<file path="src/rtl/gpio_pkg.sv">
// Shared definitions for the GPIO controller: register offsets, bus FSM
// states and the byte-strobe expansion helper.
package gpio_pkg;

  localparam logic [4:0] GPIO_OUT        = 5'h00;
  localparam logic [4:0] GPIO_DIR        = 5'h04;
  localparam logic [4:0] GPIO_IN         = 5'h08;
  localparam logic [4:0] GPIO_RISE_EN    = 5'h0C;
  localparam logic [4:0] GPIO_FALL_EN    = 5'h10;
  localparam logic [4:0] GPIO_IRQ_STATUS = 5'h14;
  localparam logic [4:0] GPIO_OUT_SET    = 5'h18;
  localparam logic [4:0] GPIO_OUT_CLR    = 5'h1C;

  typedef enum logic {
    ST_IDLE = 1'b0,
    ST_ACK  = 1'b1
  } bus_state_e;

  function automatic logic [31:0] strb_mask(input logic [3:0] strb);
    return {{8{strb[3]}}, {8{strb[2]}}, {8{strb[1]}}, {8{strb[0]}}};
  endfunction

endpackage

</file>
<file path="src/rtl/gpio_sync.sv">
// Pad input synchroniser followed by a history flop; produces the settled
// pin value and single-cycle rise/fall indications.
module gpio_sync #(
  parameter int WIDTH       = 8,
  parameter int SYNC_STAGES = 2
) (
  input  logic             clk,
  input  logic             rst,
  input  logic [WIDTH-1:0] pin_i,
  output logic [WIDTH-1:0] sync_o,
  output logic [WIDTH-1:0] rise_o,
  output logic [WIDTH-1:0] fall_o
);

  logic [WIDTH-1:0] stage_q [SYNC_STAGES];
  logic [WIDTH-1:0] hist_q;

  always_ff @(posedge clk) begin
    if (rst) begin
      // NOTE: this array is a flop chain, not a RAM, so every stage is reset
      // to keep spurious edges from firing right after reset.
      for (int i = 0; i < SYNC_STAGES; i++) stage_q[i] <= '0;
      hist_q <= '0;
    end else begin
      stage_q[0] <= pin_i;
      for (int i = 1; i < SYNC_STAGES; i++) stage_q[i] <= stage_q[i-1];
      hist_q <= stage_q[SYNC_STAGES-1];
    end
  end

  assign sync_o = stage_q[SYNC_STAGES-1];
  assign rise_o = sync_o & ~hist_q;
  assign fall_o = ~sync_o & hist_q;

endmodule

</file>
<file path="src/rtl/gpio_ctrl.sv">
// GPIO controller on the PicoRV32 native bus: output/direction registers,
// atomic set/clear, synchronised inputs and W1C edge interrupts.
module gpio_ctrl
  import gpio_pkg::*;
#(
  parameter int          WIDTH       = 8,
  parameter logic [31:0] BASE_ADDR   = 32'h0300_0000,
  parameter int          SYNC_STAGES = 2
) (
  input  logic             clk,
  input  logic             rst,
  input  logic             mem_valid,
  output logic             mem_ready,
  input  logic [31:0]      mem_addr,
  input  logic [31:0]      mem_wdata,
  input  logic [3:0]       mem_wstrb,
  output logic [31:0]      mem_rdata,
  input  logic [WIDTH-1:0] io_in,
  output logic [WIDTH-1:0] io_out,
  output logic [WIDTH-1:0] io_oe,
  output logic             irq
);

  bus_state_e       state_q, state_d;
  logic             req_seen_q, req_seen_d;
  logic [31:0]      rdata_q, rdata_d;
  logic [WIDTH-1:0] out_q, out_d;
  logic [WIDTH-1:0] dir_q, dir_d;
  logic [WIDTH-1:0] rise_en_q, rise_en_d;
  logic [WIDTH-1:0] fall_en_q, fall_en_d;
  logic [WIDTH-1:0] status_q, status_d;
  logic             irq_q, irq_d;

  logic [WIDTH-1:0] pin_sync, pin_rise, pin_fall, edge_evt;
  logic             sel, accept, is_write;
  logic [4:0]       reg_off;
  logic [31:0]      mask32, wbits32;
  logic [WIDTH-1:0] wmask, wbits;
  logic             unused_bits;

  gpio_sync #(
    .WIDTH      (WIDTH),
    .SYNC_STAGES(SYNC_STAGES)
  ) u_sync (
    .clk   (clk),
    .rst   (rst),
    .pin_i (io_in),
    .sync_o(pin_sync),
    .rise_o(pin_rise),
    .fall_o(pin_fall)
  );

  assign sel      = (mem_addr[31:5] == BASE_ADDR[31:5]);
  assign reg_off  = {mem_addr[4:2], 2'b00};
  assign is_write = |mem_wstrb;
  // req_seen_q blocks a master that keeps mem_valid high after its ready pulse.
  assign accept   = (state_q == ST_IDLE) && mem_valid && sel && !req_seen_q;

  assign mask32      = strb_mask(mem_wstrb);
  assign wbits32     = mem_wdata & mask32;
  assign wmask       = mask32[WIDTH-1:0];
  assign wbits       = wbits32[WIDTH-1:0];
  assign unused_bits = ^{mask32, wbits32, mem_addr[1:0]};

  assign edge_evt = (pin_rise & rise_en_q) | (pin_fall & fall_en_q);

  always_comb begin
    // NOTE: combinational logic uses blocking '=' with every output given a
    // default first, so no path can infer a latch; flops use '<=' only.
    state_d    = state_q;
    req_seen_d = mem_valid & (req_seen_q | accept);
    unique case (state_q)
      ST_IDLE: if (accept) state_d = ST_ACK;
      ST_ACK:  state_d = ST_IDLE;
      default: state_d = ST_IDLE;
    endcase
  end

  always_comb begin
    out_d     = out_q;
    dir_d     = dir_q;
    rise_en_d = rise_en_q;
    fall_en_d = fall_en_q;
    status_d  = status_q;
    rdata_d   = '0;
    if (accept && is_write) begin
      case (reg_off)
        GPIO_OUT:        out_d     = (out_q & ~wmask) | wbits;
        GPIO_DIR:        dir_d     = (dir_q & ~wmask) | wbits;
        GPIO_RISE_EN:    rise_en_d = (rise_en_q & ~wmask) | wbits;
        GPIO_FALL_EN:    fall_en_d = (fall_en_q & ~wmask) | wbits;
        GPIO_IRQ_STATUS: status_d  = status_q & ~wbits;
        GPIO_OUT_SET:    out_d     = out_q | wbits;
        GPIO_OUT_CLR:    out_d     = out_q & ~wbits;
        default:         ;
      endcase
    end else if (accept) begin
      case (reg_off)
        GPIO_OUT:        rdata_d = 32'(out_q);
        GPIO_DIR:        rdata_d = 32'(dir_q);
        GPIO_IN:         rdata_d = 32'(pin_sync);
        GPIO_RISE_EN:    rdata_d = 32'(rise_en_q);
        GPIO_FALL_EN:    rdata_d = 32'(fall_en_q);
        GPIO_IRQ_STATUS: rdata_d = 32'(status_q);
        default:         rdata_d = '0;
      endcase
    end
    // A new edge is applied after the W1C so it wins a same-cycle race.
    status_d = status_d | edge_evt;
    irq_d    = |status_d;
  end

  always_ff @(posedge clk) begin
    if (rst) begin
      state_q    <= ST_IDLE;
      req_seen_q <= 1'b0;
      rdata_q    <= '0;
      out_q      <= '0;
      dir_q      <= '0;
      rise_en_q  <= '0;
      fall_en_q  <= '0;
      status_q   <= '0;
      irq_q      <= 1'b0;
    end else begin
      state_q    <= state_d;
      req_seen_q <= req_seen_d;
      rdata_q    <= rdata_d;
      out_q      <= out_d;
      dir_q      <= dir_d;
      rise_en_q  <= rise_en_d;
      fall_en_q  <= fall_en_d;
      status_q   <= status_d;
      irq_q      <= irq_d;
    end
  end

  assign mem_ready = (state_q == ST_ACK);
  assign mem_rdata = rdata_q;
  assign io_out    = out_q;
  assign io_oe     = dir_q;
  assign irq       = irq_q;

endmodule

</file>
<file path="config.mk">
export PLATFORM = sky130hd
export DESIGN_NAME = gpio_ctrl
export DESIGN_NICKNAME = d
export VERILOG_FILES = /design/src/rtl/gpio_pkg.sv /design/src/rtl/gpio_sync.sv /design/src/rtl/gpio_ctrl.sv
export SDC_FILE = /design/constraint.sdc
export NUM_CORES = 1
export LEC_CHECK = 0
export ABC_AREA = 1
export CAP_MARGIN = 30
export CELL_PAD_IN_SITES_DETAIL_PLACEMENT = 0
export CELL_PAD_IN_SITES_GLOBAL_PLACEMENT = 1
export CORE_MARGIN = 2
export CORE_UTILIZATION = 40
export DETAILED_ROUTE_END_ITERATION = 8
export DONT_BUFFER_PORTS = 1
export PLACE_DENSITY = 0.75
export REMOVE_ABC_BUFFERS = 1
export SYNTH_ARGS = -nofsm -noshare
export SYNTH_HDL_FRONTEND = slang
export SYNTH_HIERARCHICAL = 1
export SYNTH_SLANG_ARGS = --single-unit
</file>
<file path="constraint.sdc">
create_clock -name clk -period 1.52 [get_ports clk]
set_input_delay 0.304 -clock clk [delete_from_list [all_inputs] [get_ports clk]]
set_output_delay 0.304 -clock clk [all_outputs]
set_load 0.01 [all_outputs]
</file>
==> flow_metrics.tcl <==
set metrics [dict create \
    outcome "finished with violations" \
    wire_per_inst_um 15.4 \
    vias 3147 \
    crit_type "register to register" \
    pin_count 129 \
    p_leak_nw 1.69 \
    combPwrFrac 0.057 \
    intPower_mw 2.86 \
    clock_path_buffers 2 \
    grt_setup_unrepaired "true" \
    cts_tree "done" \
    ys_ff_latch 75 \
    multiInputGateArea_um2 1960 \
    nNetsFinal 597 \
    antenna_found_initial 0 \
    cp.arrival_ns 1.97 \
    synthFlopType "dfxtp_1" \
    drt_iter0_drc 153 \
    final_common_cell "nor2_1" \
    drc 0 \
    tightestPinTransition_ns 0.627 \
    setup_viol 41 \
    relSlewSlack 0.580 \
    path_clk_slew_ns 0.09 \
    die_h_um 101 \
    grt_pass1_wl_um 14400 \
    fin_ws_ns -0.182 \
    firstDrtPassIters 4 \
    wirelength_um 9770 \
    worstHoldPathType "primary input to register" \
    layout_common_cells "nor2_1 (79), inv_1 (78), dfxtp_1 (74)" \
    clock_power_share 0.415 \
    vdd_ir_drop_max_mv 0.462 \
    htreeDepth 3 \
    slowest_stage "dfxtp_2" \
    synth_area_leaders "dfxtp_1 (40%), nor2_1 (10%), a211oi_2 (7.9%)" \
    grt_max_degree 67 \
    viasPerCell 4.96 \
    fin_worst_skew_ns 0.0115 \
    cp-end-kind "register" \
    drv_slew 0 \
    yosysSeqAreaShare 0.397 \
    path_buf_inv 4 \
    syn_area_um2 3780 \
    hpwlAfterDp_um 6190 \
    synth_largest_area_cell "dfxtp_1" \
    hold_viol 0 \
    grt_pass1_vias 2823 \
    fp-row-count 35 \
    synthArstFlopShare 0 \
    routabilityCongestion 0.871 \
    syn_to_final_growth_pct 17.3 \
    initial_core_util 0.411 \
    synth_top_area_frac 0.397 \
    netlist-cell-type-count 33 \
    start_kind "register" \
    cts_root_buffer "clkbuf_8" \
    violations "setup timing" \
    cpPeakStageDelay_ns 0.33 \
    drive_gt1_frac 0.249 \
    die_area_um2 10200 \
    path_cells "inv_2 -> nand2_1 -> nor2_1 -> nand2_1 -> nor2_4 -> buf_12 -> buf_6 -> nand2_8 -> nor2_8 -> buf_12 -> nand2_8 -> a211oi_2" \
    total_power_mw 3.79 \
    synth_edf_count 0 \
    core-area_um2 9200 \
    sequentialPowerShare 0.527 \
    syn_area_per_cell_um2 7.63 \
    critPathTopFamily "simple AND/OR/NAND/NOR gates" \
    max_freq_mhz 588 \
    cp_max_fo 8 \
    fp.dieW_um 101 \
    worstPathRequired_ns 1.79 \
    ys.warnings.count 6 \
    grt-ovfl-total 0 \
    syn-instance-count 495 \
    numClockSinks 75 \
    switching_share 0.246 \
    period_share 1.12 \
    antenna_left 0 \
    p_sw_mw 0.934 \
    track_usage 0.188 \
    drv_cap 0 \
    fillCellCount 888 \
    clock_latency_ns 0.36 \
    powerDensity_nw_per_um2 856 \
    io_buffers 0 \
    regArea_um2 1500 \
    utilization 0.482 \
    fin_crit_ns 1.70 \
    diodes 0 \
    cts_buffers 9 \
]
[metrics by stage]
step | setup TNS [ns] | setup WS, ns | std cells | area (µm²) | hold WS, ns
3_3_place_gp | -6.33 | -0.227 | 607 | 3840 | 0.384
3_5_place_dp | -6.69 | -0.224 | 607 | 3840 | 0.386
5_1_grt | -7.95 | -0.273 | 634 | 4430 | 0.00135
4_1_cts | -1.51 | -0.0790 | 628 | 4260 | 0.000111
6_report | -4.32 | -0.182 | 634 | 4430 | 0.00708
2_1_floorplan | -0.630 | -0.0269 | 472 | 3530 | 0.373
[synth_stat cells, types with 2 or more instances]
master,n
a211oi_1,2
a211oi_2,24
a21oi_1,21
a22o_1,8
a22oi_1,4
a311oi_1,3
a31oi_1,4
buf_4,34
buf_6,5
clkbuf_1,6
dfxtp_1,75
inv_1,79
inv_2,7
nand2_1,51
nand2_2,2
nand2_4,4
nand3_1,5
nand4_1,16
nor2_1,105
nor2_2,3
nor2_4,3
o21ai_0,12
o21ai_1,12
[area by class of cell]
cell class / count / share of cell area
multi-input combinational: 314 / 0.443
clock buffer: 10 / 0.0311
sequential: 75 / 0.339
tap: 111 / 0.0313
timing repair buffer: 32 / 0.0675
inverter: 86 / 0.0729
clock inverter: 6 / 0.0147
[power groups by stage]
stage,Sequential [mW],Combinational [mW],Clock (mW)
finish,2.00,0.218,1.57
detailed placement,2.05,0.184,0
floorplan,2.04,0.132,0
global route,2.00,0.244,1.69
global placement,2.05,0.182,0
CTS,2.00,0.193,1.61
[routing by layer]
layer / GRT usage / up-vias / routed length (µm)
met3: 0.0566 / 11 / 737
li1: - / 1594 / -
met2: 0.315 / 129 / 4400
met4: 0.0499 / 0 / 162
met1: 0.236 / 1413 / 4470
met5: 0 / - / 0
[logic make-up after synthesis]
group                  share of synthesized area
and+or+nand+nor                            0.234
buffers and inverters                      0.175
AOI/OAI and AO/OA                          0.193
DFF                                        0.397
other                                   0.000992
[what timing repair did]
item / in CTS / in global routing
setup buffers: 3 / 3
endpoints found under the hold margin: 2 / 24
pin swaps: 2 / 14
resized for setup: 39 / 22
gates cloned: 1 / 2
setup endpoints to repair: 41 / 41
hold buffers: 1 / 1
[worst paths after layout]
path                         from               endpoint  slack [ns]  cells past startpoint
min                           rst   u_sync/stage_q[0][0]       0.007                      1
max reg2reg             mem_ready               register       -0.18                     12
min reg2reg  u_sync/stage_q[0][5]  u_sync/stage_q[0][13]        0.40                      2
max                     mem_ready               register       -0.18                     12
No activity file was read; power rests on OpenSTA's default activity.
